<file path="config.mk">
export PLATFORM = sky130hd
export DESIGN_NAME = clock_time_counter
export DESIGN_NICKNAME = d
export VERILOG_FILES = /design/src/rtl/clock_time_counter.sv
export SDC_FILE = /design/constraint.sdc
export NUM_CORES = 1
export LEC_CHECK = 0
export CAP_MARGIN = 15
export CELL_PAD_IN_SITES_DETAIL_PLACEMENT = 0
export CELL_PAD_IN_SITES_GLOBAL_PLACEMENT = 2
export CORE_UTILIZATION = 30
export DETAILED_ROUTE_END_ITERATION = 10
export GPL_TIMING_DRIVEN = 0
export PLACE_DENSITY_LB_ADDON = 0.1
export SLEW_MARGIN = 20
export SYNTH_ARGS = -nofsm -noshare
export SYNTH_HDL_FRONTEND = slang
export SYNTH_SLANG_ARGS = --single-unit
</file>
<file path="constraint.sdc">
create_clock -name clk -period 2.4 [get_ports clk]
set_clock_uncertainty 0.2 [all_clocks]
set_input_delay 0.48 -clock clk [delete_from_list [all_inputs] [get_ports clk]]
set_output_delay 0.48 -clock clk [all_outputs]
set_load 0.02 [all_outputs]
</file>
<file path="src/rtl/clock_time_counter.sv">
// BCD hh:mm:ss 24-hour time-of-day counter advanced by rising edges of the divider's 1 Hz output,
// with a RUN / SET_HOUR / SET_MIN mode machine driven by single-cycle button pulses.
module clock_time_counter #(
  parameter int RESET_HOUR = 0,
  parameter int RESET_MIN  = 0
) (
  input  logic       clk,
  input  logic       reset,
  input  logic       tick_in,
  input  logic       mode_pulse,
  input  logic       inc_pulse,
  output logic [1:0] hr_tens,
  output logic [3:0] hr_ones,
  output logic [2:0] min_tens,
  output logic [3:0] min_ones,
  output logic [2:0] sec_tens,
  output logic [3:0] sec_ones,
  output logic [1:0] mode,
  output logic       min_tick
);

  typedef enum logic [1:0] {
    RUN      = 2'd0,
    SET_HOUR = 2'd1,
    SET_MIN  = 2'd2
  } mode_e;

  localparam logic [1:0] RST_HT = 2'(RESET_HOUR / 10);
  localparam logic [3:0] RST_HO = 4'(RESET_HOUR % 10);
  localparam logic [2:0] RST_MT = 3'(RESET_MIN / 10);
  localparam logic [3:0] RST_MO = 4'(RESET_MIN % 10);

  mode_e state;
  logic  tick_prev;
  logic  tick_edge;
  logic  [7:0] sec_nx;  // {wrap, tens, ones}
  logic  [7:0] min_nx;
  logic  [5:0] hr_nx;   // {tens, ones}

  // Increment of a 00..59 BCD pair; bit 7 flags the 59 -> 00 wrap.
  function automatic logic [7:0] next_base60(input logic [2:0] t, input logic [3:0] o);
    if (o != 4'd9)      return {1'b0, t, o + 4'd1};
    else if (t != 3'd5) return {1'b0, t + 3'd1, 4'd0};
    else                return {1'b1, 3'd0, 4'd0};
  endfunction

  function automatic logic [5:0] next_hour(input logic [1:0] t, input logic [3:0] o);
    if (t == 2'd2 && o == 4'd3) return 6'd0;
    else if (o == 4'd9)         return {t + 2'd1, 4'd0};
    else                        return {t, o + 4'd1};
  endfunction

  assign tick_edge = tick_in & ~tick_prev;
  assign mode      = state;

  always_comb begin
    sec_nx = next_base60(sec_tens, sec_ones);
    min_nx = next_base60(min_tens, min_ones);
    hr_nx  = next_hour(hr_tens, hr_ones);
  end

  always_ff @(posedge clk or posedge reset) begin
    if (reset) begin
      state     <= RUN;
      tick_prev <= 1'b0;
      min_tick  <= 1'b0;
      hr_tens   <= RST_HT;
      hr_ones   <= RST_HO;
      min_tens  <= RST_MT;
      min_ones  <= RST_MO;
      sec_tens  <= 3'd0;
      sec_ones  <= 4'd0;
    end else begin
      tick_prev <= tick_in;
      min_tick  <= 1'b0;
      // mode_pulse wins over a same-cycle tick or inc, which are dropped.
      case (state)
        RUN: begin
          if (mode_pulse) begin
            state    <= SET_HOUR;
            sec_tens <= 3'd0;
            sec_ones <= 4'd0;
          end else if (tick_edge) begin
            {sec_tens, sec_ones} <= sec_nx[6:0];
            if (sec_nx[7]) begin
              min_tick             <= 1'b1;
              {min_tens, min_ones} <= min_nx[6:0];
              if (min_nx[7]) {hr_tens, hr_ones} <= hr_nx;
            end
          end
        end
        SET_HOUR: begin
          if (mode_pulse)     state <= SET_MIN;
          else if (inc_pulse) {hr_tens, hr_ones} <= hr_nx;
        end
        SET_MIN: begin
          if (mode_pulse) begin
            state    <= RUN;
            sec_tens <= 3'd0;
            sec_ones <= 4'd0;
          end else if (inc_pulse) begin
            {min_tens, min_ones} <= min_nx[6:0];
          end
        end
        default: state <= RUN;
      endcase
    end
  end

endmodule

</file>
==> flow_summary.toml <==
[global_routing]
gr-total-overflow = 0
global_route.usage.total = 0.148
grt_max_degree = 25
grt_pass1_wl_mm = 5.00
via_count_of_the_first_global_routing_pass = 1104
number_of_antenna_violations_at_the_first_check_in_global_routing = 0

[floorplan]
die_h_um = 67.7
die_area_um2 = 4590
core_area_um2 = 4090
core.rowCount = 23
initial_core_utilization = 0.317
die_w_um = 67.7
ioPinCount = 28

[pwr]
comb_power_share = 0.479
power.switching_fraction = 0.402
p_seq_frac = 0.368
leakage_nw = 0.731
power_density_nw_per_um2 = 1050
net-switching-power_mw = 0.731
clock_power_share = 0.154
power_report.internal_total_mw = 1.09
total_power_mw = 1.82
irDropWorstVdd_v = 0.000335

[detailed_routing]
vias_per_cell = 4.84
routed_wl_mm = 2.86
drtPass1Iterations = 4
drt_drc_violations_left = 0
drt.antenna.violating_nets = 0
drt_iter0_markers = 54
via_count = 1064
wire_length_per_cell_after_detailed_routing_um = 13.0

[run]
max_cap_violations = 0

[timing]
setup_repair_after_global_routing_missed_its_margin = "false"
tightest_slew_ps = 972
timing.final.hold_violations = 0
timing.hold.ws_ps = 252
fin_crit_sh = 0.961
final_max_slew_viol_count = 0
period_needed_ps = 2310
max_clock_freq_mhz = 433
final_setup_violation_count = 0
final_worst_setup_slack_ps = 92.5
timing.slew.headroom = 0.351

[finish]
n_antenna_cell = 0
final_common_cell = "clkdlybuf4s50_1"
post_route_cells_drive_above_1_share = 0.159
postLayoutCellArea_um2 = 1740
commonest_non_fill_non_tap_cells_in_the_layout = "25 x clkdlybuf4s50_1, 23 x dfrtp_1, 21 x nand2_1, 14 x nor2_1, 9 x o21ai_0"
flow.area_growth_from_synthesis_pct = 34.2
finalNetCount = 181

[placement]
gp_congestion = 0.705
detailedPlacementHpwl_mm = 2.03
placed_area_um2 = 1620
port_buffers = 26
place_ws_ps = -412

[synthesis]
ys_dominant_reg_cell = "dfrtp_1"
postSynthNetCount = 145
netlist_instances = 135
synthDominantAreaCellType = "dfrtp_1"
ys_seq_elements = 24
count_of_distinct_cell_types_in_the_synthesized_netlist = 35
number_of_enable_flip_flop_cells_after_synthesis = 0
synth.avg_cell_area_um2 = 9.60
synthesis.area_um2 = 1300
post_synth_main_area_contributors = "dfrtp_1 46%, nand2_1 6.4%, ha_1 4.8%"
share_of_flip_flops_with_an_asynchronous_set_or_reset_after_synthesis = 1.00
yosys.area.top_type_share = 0.463
synth_warnings = 0
yosysSeqAreaShare = 0.463

[cts]
root_buffer = "clkbuf_8"
numClockSinks = 24
cts_htree_levels = 1
clk_latency_ps = 270
path_clk_slew_ps = 90
ctsLongestPathBuffers = 2
cts_buffers = 3
cts_tree = "done"

[setup_path]
timing.setup.critical_path_class = "reg -> reg"
critical-path-max-stage-delay_ps = 440
required_ps = 2360
cp_max_fo = 6
startpoint_type = "flop"
worstPathCellList = "or2_1 > or3_4 > o31a_1 > nor3_2 > mux2_4"
crit_path_top_delay_cell = "dfrtp_1"
worstSetupEndpointType = "flop"
worst-endpoint-arrival_ps = 2270

[min_path]
holdCritPathClass = "in -> reg"

[run_status]
status = "completed"
stage by stage:
| step | util | instances | setup TNS [ps] |
|---|---|---|---|
| 2_1_floorplan | - | 135 | 0 |
| 3_3_place_gp | 0.396 | 211 | -1920 |
| 3_5_place_dp | 0.396 | 211 | -2200 |
| 4_1_cts | 0.416 | 218 | 0 |
| 5_1_grt | 0.426 | 220 | 0 |
| 6_report | 0.426 | 220 | 0 |
routing by layer:
layer  vias to the layer above  wire [um]  GRT usage
met3                         2         99     0.0405
met2                        22       1260      0.238
met5                         -          0          0
li1                        538          -          -
met1                       502       1470      0.191
met4                         0         23     0.0452
worst paths after layout:
check                                              from                 endpoint  slack [ps]  cells past startpoint
min in group asynchronous                         reset  sec_ones[2]$_DFFE_PP0P_         530                      2
worst min-delay path                         mode_pulse       min_tick$_DFF_PP0_         250                      2
max in group asynchronous                         reset  sec_ones[0]$_DFFE_PP0P_         820                      2
worst min register to register  min_tens[0]$_DFFE_PP0P_  min_tens[0]$_DFFE_PP0P_         310                      1
worst max register to register  sec_ones[2]$_DFFE_PP0P_   hr_ones[0]$_DFFE_PP0P_          90                      5
worst max-delay path            sec_ones[2]$_DFFE_PP0P_   hr_ones[0]$_DFFE_PP0P_          90                      5
state kept, by name (all words and copies together), names as in the netlist:
name	count
sec_tens	3
hr_ones	4
tick_prev	1
min_tick	1
mode	2
min_ones	4
hr_tens	2
sec_ones	4
min_tens	3
kinds of logic (layout without fill, tap and decap cells):
logic type / count (synthesis) / in the layout / share of synthesized area
and+or+nand+nor: 63 / 63 / 0.245
adders and majority gates: 5 / 5 / 0.0483
AOI/OAI and AO/OA: 24 / 24 / 0.132
xor gates and xnor gates: 4 / 4 / 0.0270
buffers and inverters: 10 / 45 / 0.0434
muxes: 5 / 5 / 0.0405
DFF: 24 / 24 / 0.463
cell type report:
class	count	area [um2]
plain buffers	3	30.0
clock buffers	4	55.1
fillers	411	2350
inverters	7	26.3
multi-input cells	101	667
flip-flops and latches	24	602
well taps	50	62.6
repair buffers	31	297
cell usage after synthesis, types with 3 or more instances:
master    instances
dfrtp_1          24
nand2_1          22
nor2_1           14
o21ai_0          11
inv_1             7
ha_1              5
nand3_1           5
nand2b_1          4
o31ai_1           4
mux2i_1           3
nand3b_1          3
or3_1             3
xnor2_1           3
worst max-delay path: cells and delay by family, from the launching register on:
| family | cells | cell delay, ps |
|---|---|---|
| flops | 1 | 440 |
| simple gates | 3 | 870 |
| mux | 1 | 320 |
| compound gates | 1 | 370 |
power groups by stage:
stage               registers, mW  clock network (mW)  logic [mW]
finish                      0.668               0.279       0.870
global route                0.693               0.311       0.963
CTS                         0.665               0.296       0.832
detailed placement          0.672                   0       0.813
global placement            0.663                   0       0.808
floorplan                   0.782                   0       0.369
repair_timing:
action,4_1_cts,5_1_grt
hold buffers,0,0
buffers inserted,3,2
endpoints found under the setup margin,3,5
pin swaps,3,3
gates resized for setup,2,9
cloned,0,0
hold endpoints to repair,0,0
(Power assumes the default switching activity.)
